`src/rtl/fetch_stage.sv`:
```
// -----------------------------------------------------------------------------
// fetch_stage
//   Instruction-fetch front end. Owns the program counter, addresses a
//   synchronous instruction memory (one-cycle read latency, no read enable)
//   and presents a valid-tagged IF/ID word to the decode stage.
//
//   A one-entry hold buffer absorbs hazard-unit stalls. The memory keeps
//   returning a word every cycle, so the presented word is parked here while
//   the memory re-reads pc_q. The next word is then ready on release.
//
//   A taken-branch redirect squashes the wrong-path fetch in flight. It costs
//   exactly one bubble.
//
// Parameters
//   RESET_PC      fetch address loaded on reset
//   IMEM_BYTES    memory size in bytes (power of 2); fetch addresses wrap
//
// Ports
//   clk            clock, all state updates on posedge
//   reset          synchronous, active-high reset
//   stall_i        hold PC and the IF/ID output this cycle
//   redirect_i     taken branch; overrides stall_i
//   redirect_pc_i  branch target byte address
//   imem_addr_o    byte address to instruction memory (always pc_q)
//   imem_rdata_i   memory data for the address presented at the previous edge
//   if_id_pc_o     PC of the presented instruction
//   if_id_instr_o  presented instruction
//   if_id_valid_o  presented instruction is valid (0 = bubble)
// -----------------------------------------------------------------------------
module fetch_stage #(
  parameter logic [31:0] RESET_PC   = 32'h0,
  parameter int          IMEM_BYTES = 128
) (
  input  logic        clk,
  input  logic        reset,
  input  logic        stall_i,
  input  logic        redirect_i,
  input  logic [31:0] redirect_pc_i,
  output logic [31:0] imem_addr_o,
  input  logic [31:0] imem_rdata_i,
  output logic [31:0] if_id_pc_o,
  output logic [31:0] if_id_instr_o,
  output logic        if_id_valid_o
);

  // Word-aligned address mask: wraps within the memory and clears bits[1:0].
  localparam logic [31:0] PC_MASK = 32'(IMEM_BYTES - 1) & ~32'h3;

  logic [31:0] pc_q,         pc_d;
  logic [31:0] resp_pc_q,    resp_pc_d;     // address whose data is on imem_rdata_i
  logic        resp_v_q,     resp_v_d;      // that data is a real (non-squashed) fetch
  logic        hold_v_q,     hold_v_d;      // hold buffer owns the output
  logic [31:0] hold_pc_q,    hold_pc_d;
  logic [31:0] hold_instr_q, hold_instr_d;
  logic        hold_valid_q, hold_valid_d;

  assign imem_addr_o = pc_q;

  // The output mux selects only registered state and the memory data. The
  // stall and redirect inputs never reach the IF/ID outputs combinationally.
  always_comb begin
    if (hold_v_q) begin
      if_id_pc_o    = hold_pc_q;
      if_id_instr_o = hold_instr_q;
      if_id_valid_o = hold_valid_q;
    end else begin
      if_id_pc_o    = resp_pc_q;
      if_id_instr_o = imem_rdata_i;
      if_id_valid_o = resp_v_q;
    end
  end

  always_comb begin
    // NOTE: every *_d gets a default before any branch. A path that leaves a
    // signal unassigned would otherwise infer a latch.
    pc_d         = pc_q;
    resp_pc_d    = resp_pc_q;
    resp_v_d     = resp_v_q;
    hold_v_d     = hold_v_q;
    hold_pc_d    = hold_pc_q;
    hold_instr_d = hold_instr_q;
    hold_valid_d = hold_valid_q;

    if (redirect_i) begin
      // The word arriving next cycle belongs to the wrong path. Mark it dead
      // and drop any parked word.
      pc_d     = redirect_pc_i & PC_MASK;
      resp_v_d = 1'b0;
      hold_v_d = 1'b0;
    end else if (stall_i) begin
      // Park the presented word once. Later stall cycles leave it alone,
      // because the memory output no longer matches it.
      if (!hold_v_q) begin
        hold_v_d     = 1'b1;
        hold_pc_d    = if_id_pc_o;
        hold_instr_d = if_id_instr_o;
        hold_valid_d = if_id_valid_o;
      end
    end else begin
      // Decode consumes the presented word (held or live). The memory output
      // now corresponds to pc_q, so it becomes the next presented word.
      resp_pc_d = pc_q;
      resp_v_d  = 1'b1;
      pc_d      = (pc_q + 32'd4) & PC_MASK;
      hold_v_d  = 1'b0;
    end
  end

  always_ff @(posedge clk) begin
    // NOTE: sequential state uses non-blocking assignments only, so every
    // flop samples the pre-edge values of the others.
    if (reset) begin
      pc_q         <= RESET_PC & PC_MASK;
      resp_pc_q    <= '0;
      resp_v_q     <= 1'b0;
      hold_v_q     <= 1'b0;
      hold_pc_q    <= '0;
      hold_instr_q <= '0;
      hold_valid_q <= 1'b0;
    end else begin
      pc_q         <= pc_d;
      resp_pc_q    <= resp_pc_d;
      resp_v_q     <= resp_v_d;
      hold_v_q     <= hold_v_d;
      hold_pc_q    <= hold_pc_d;
      hold_instr_q <= hold_instr_d;
      hold_valid_q <= hold_valid_d;
    end
  end

endmodule
```
`config.mk`:
```
export PLATFORM = sky130hd
export DESIGN_NAME = fetch_stage
export DESIGN_NICKNAME = d
export VERILOG_FILES = /design/src/rtl/fetch_stage.sv
export SDC_FILE = /design/constraint.sdc
export NUM_CORES = 1
export LEC_CHECK = 0
export BUFFER_PORTS_ARGS = -buffer_cell sky130_fd_sc_hd__buf_2
export CORE_ASPECT_RATIO = 0.5
export CORE_MARGIN = 2
export CORE_UTILIZATION = 50
export DETAILED_ROUTE_END_ITERATION = 10
export GPL_ROUTABILITY_DRIVEN = 0
export PLACE_DENSITY = 0.95
export SLEW_MARGIN = 0
export SYNTH_ARGS = -nofsm -noshare
export SYNTH_HDL_FRONTEND = slang
export SYNTH_SLANG_ARGS = --single-unit
export TNS_END_PERCENT = 5
```
`constraint.sdc`:
```
create_clock -name clk -period 2.8 [get_ports clk]
set_input_delay 0.56 -clock clk [delete_from_list [all_inputs] [get_ports clk]]
set_output_delay 0.56 -clock clk [all_outputs]
set_load 0.03 [all_outputs]
```
== Word-level counts from Yosys, hierarchy flattened ==
Index checks and enable logic that the tools add are counted.
Storage, ports and cells
  input port bits: 68
  output and inout bits: 97
  bits in registers: 77
  word-level logic and storage cells: 21
Operators by class
  reductions and logical operators: 3
  bitwise logic cells: 3
  add/sub/neg operators: 1
  muxes and demuxes: 6
  equal/unequal tests: 1
Operator list (number)
  $mux W32: 2
  $mux W7: 2
  $add A7 B3 Y7 const B: 1
  $not A1 Y1: 3
  $reduce_and A3 Y1: 1
  $mux W1: 2
  $ne A2 B1 Y1 const B: 1
  $reduce_and A2 Y1: 1
  $reduce_or A2 Y1: 1

== Depth between registers and ports, before layout ==
  depth in word-level cells: 3
  depth in mapped cells: 6
  gate-level depth less buffers: 4

== Least setup slack after synthesis ==
OpenSTA, ideal clock, no wires.
  kind: flip-flop to output port
  start point: reg hold_v_q
  end point: out if_id_valid_o
  setup slack: 0.883 ns
  path buffers: 2
  cell stages (with the launch flop): 4
  arrival: 1.357 ns
  cells stage by stage: dfxtp_1 buf_2 clkbuf_1 o21ai_0
Between the ends
  word-level cells in the longest chain between the ends: 1
RTL lines
  from (decl): RTL line 52  | logic hold_v_q, hold_v_d;
  from (signal assigned): RTL line 124  | hold_v_q <= hold_v_d;
  $mux W1: RTL line 62  | if (hold_v_q) begin
  to (decl): RTL line 43  | output logic if_id_valid_o
No other way between the ends.

== Final worst setup path ==
  start point: reg hold_v_q
  end point: out if_id_instr_o[1]
Between the ends
  word-level cells in the longest chain between the ends: 1
RTL lines
  $mux W32: RTL line 62
  to (decl): RTL line 42  | output logic [31:0] if_id_instr_o,
No other way between the ends.

==> flow_summary.json <==
{
  "routed_wl_mm": 7.062,
  "io_buffer_count": 110,
  "hold_viol": 0,
  "die_w_microns": 121.1,
  "arrival_ps": 1940,
  "reg2regPathDepth": 6,
  "ys_warn_count": 0,
  "outcome": "completed",
  "via_count": 2786,
  "wl_met3_microns": 455,
  "ys_ff_latch": 77,
  "grt_max_degree": 51,
  "fin_crit_ps": 2504,
  "p_per_area_nw_per_um2": 631.3,
  "grt_overflow_total": 0,
  "rsz0062_at_grt": "false",
  "grt_pass1_wl_mm": 11.83,
  "hold_buffers": 0,
  "numClockSinks": 77,
  "relSlewSlack": 0.5673,
  "wire_per_inst_microns": 12.30,
  "core_area_sq_um": 6674,
  "htreeDepth": 3,
  "remaining_drc_errors": 0,
  "cts_tree": "built",
  "post_drt_via_cell_ratio": 4.854,
  "irDropWorstVdd_mv": 0.3278,
  "wl_met2_mm": 3.369,
  "start_util": 0.5141,
  "clock.fmax_mhz": 399.4,
  "gr-usage-all-layers": 0.1968,
  "final_layout_size_suffix_gt1_frac": 0.3568,
  "period_share": 0.8942,
  "crit_path_end_kind": "primary output",
  "clk_pin_slew_ps": 60,
  "areaGrowthSynthToFinish_pct": 22.47,
  "pin_count": 165,
  "maxUsedRoutingLayer": "met4",
  "critical_path_class": "register to primary output",
  "antenna_cells": 0,
  "ys_seq_area_frac": 0.4493,
  "fin_setup_tns_ps": 0,
  "final-setup-viol-count": 0,
  "ys_types": 24,
  "antenna_found_initial": 0,
  "dp_slack_ps": 654.7,
  "critPathRequiredTime_ps": 2240,
  "post_cts_resized": 0,
  "cts_setup_buffers": 0,
  "maxCapViolCount": 0,
  "fin_nets": 547,
  "drt.antenna.violating_nets": 0,
  "dieHeight_microns": 62.58,
  "synth_cells": 377,
  "crit_fanout": 38,
  "m1WireLength_mm": 3.026,
  "numCtsBuffers": 9,
  "fin_worst_skew_ps": 3.525,
  "grt_pass1_vias": 2642,
  "synth_area_per_cell_sq_um": 9.100,
  "slew_violations": 0,
  "clk_latency_ps": 330,
  "hold_class": "register to register",
  "tightest_slew_ps": 649.0,
  "cts_buffer_depth": 2,
  "detailed_place_hpwl_mm": 4.780,
  "dieArea_sq_um": 7581,
  "netlist_area_sq_um": 3431,
  "first_iter_violations": 129,
  "fin_ws_ps": 296.3,
  "worstSetupStartpointType": "register",
  "cts-root-buf": "clkbuf_16",
  "drtPass1Iterations": 4,
  "p_leak_nw": 1.927,
  "rows": 21,
  "whs_path_depth": 2
}
==> worst max-delay path: stages (launching register included) <==
cell and delay (ps):
dfxtp_2 740, buf_12 300, mux2_2 370, buf_2 180
==> cell families (layout without fill, tap and decap cells) <==
kind of cell,Yosys count,in the layout,share of synthesized area
flip-flops,77,77,0.4493
buffers and inverters,57,136,0.1109
XOR/XNOR,4,4,0.01021
adder cells (fa/ha/maj),1,1,0.003646
AO/OA/AOI/OAI,51,51,0.07732
other,1,27,0.001093
AND/OR/NAND/NOR,141,141,0.2024
multiplexers,45,45,0.1452
==> cells in the final DEF (no fill, tap or decap), types with 2 or more instances in the layout <==
| cell | Yosys | routed |
|---|---|---|
| nand2_1 | 72 | 72 |
| nand4b_1 | 2 | 2 |
| clkinv_4 | 0 | 3 |
| xnor2_1 | 4 | 4 |
| o21a_1 | 3 | 3 |
| a21oi_1 | 41 | 41 |
| buf_4 | 27 | 6 |
| and2_1 | 54 | 54 |
| mux2_2 | 38 | 38 |
| dfxtp_1 | 77 | 76 |
| conb_1 | 1 | 27 |
| buf_2 | 8 | 110 |
| mux2i_1 | 7 | 7 |
| clkbuf_16 | 0 | 9 |
| o21ai_0 | 6 | 6 |
| nor2_1 | 9 | 9 |
| inv_1 | 4 | 4 |
==> flip-flops by register name (all words and copies together), names as in the netlist <==
| signal | count |
|---|---|
| hold_instr_q | 32 |
| hold_pc_q | 32 |
| hold_v_q | 1 |
| hold_valid_q | 1 |
| imem_addr_o | 5 |
| resp_pc_q | 5 |
| resp_v_q | 1 |
==> cells in the mapped netlist <==
library cell	count	share of area
dfxtp_1	77	0.45
nand2_1	72	0.079
and2_1	54	0.098
a21oi_1	41	0.060
mux2_2	38	0.12
buf_4	27	0.059
clkbuf_1	9	0.0098
nor2_1	9	0.0098
buf_2	8	0.012
buf_6	7	0.023
mux2i_1	7	0.020
o21ai_0	6	0.0088
inv_1	4	0.0044
xnor2_1	4	0.010
o21a_1	3	0.0066
clkbuf_2	2	0.0029
nand4b_1	2	0.0051
a211oi_1	1	0.0022
conb_1	1	0.0011
ha_1	1	0.0036
nand2b_1	1	0.0018
nor3b_1	1	0.0022
nor3b_2	1	0.0036
or3b_1	1	0.0026
==> per-layer routing <==
metal / vias to the layer above / GRT usage
li1: 1370 / -
met1: 1290 / 0.2226
met2: 105 / 0.3385
met3: 21 / 0.06478
met4: 0 / 0.09052
met5: - / 0
==> per-stage QoR <==
stage / cells / total power, W / area (sq um) / util / hold slack [ps]
after floorplan: 403 / 0.001472 / 3528 / - / 420.9
after global placement: 559 / 0.001525 / 3901 / 0.5846 / 434.0
after detailed placement: 559 / 0.001534 / 3901 / 0.5846 / 436.5
after CTS: 574 / 0.002684 / 4202 / 0.6295 / 452.5
after global routing: 574 / 0.002769 / 4202 / 0.6295 / 467.2
final: 574 / 0.002653 / 4202 / 0.6295 / 450.9
==> path summary, 6_finish.rpt <==
kind | startpoint | end | slack, ps
max | hold_v_q | if_id_instr_o[1] | 300
min | hold_instr_q[26] | hold_instr_q[26] | 450
max reg2reg | hold_v_q | hold_pc_q[10] | 860
min reg2reg | hold_instr_q[26] | hold_instr_q[26] | 450
==> power breakdown <==
part           leakage, nW  switching [W]  total, W  internal [W]
combinational         1.15       0.000240  0.000358      0.000118
clock                0.148       0.000430   0.00114      0.000711
sequential           0.626      0.0000251   0.00115       0.00113
total                 1.93       0.000696   0.00265       0.00196
==> final cells by class <==
cell class,instances,area [sq um]
Clock inverter,5,61.31
Timing Repair Buffer,117,615.6
Tap cell,92,115.1
Sequential cell,77,1543
Clock buffer,10,239.0
Multi-Input combinational cell,269,1613
Inverter,4,15.01
Fill cell,544,2472
Power figures use the tool's default switching activity.
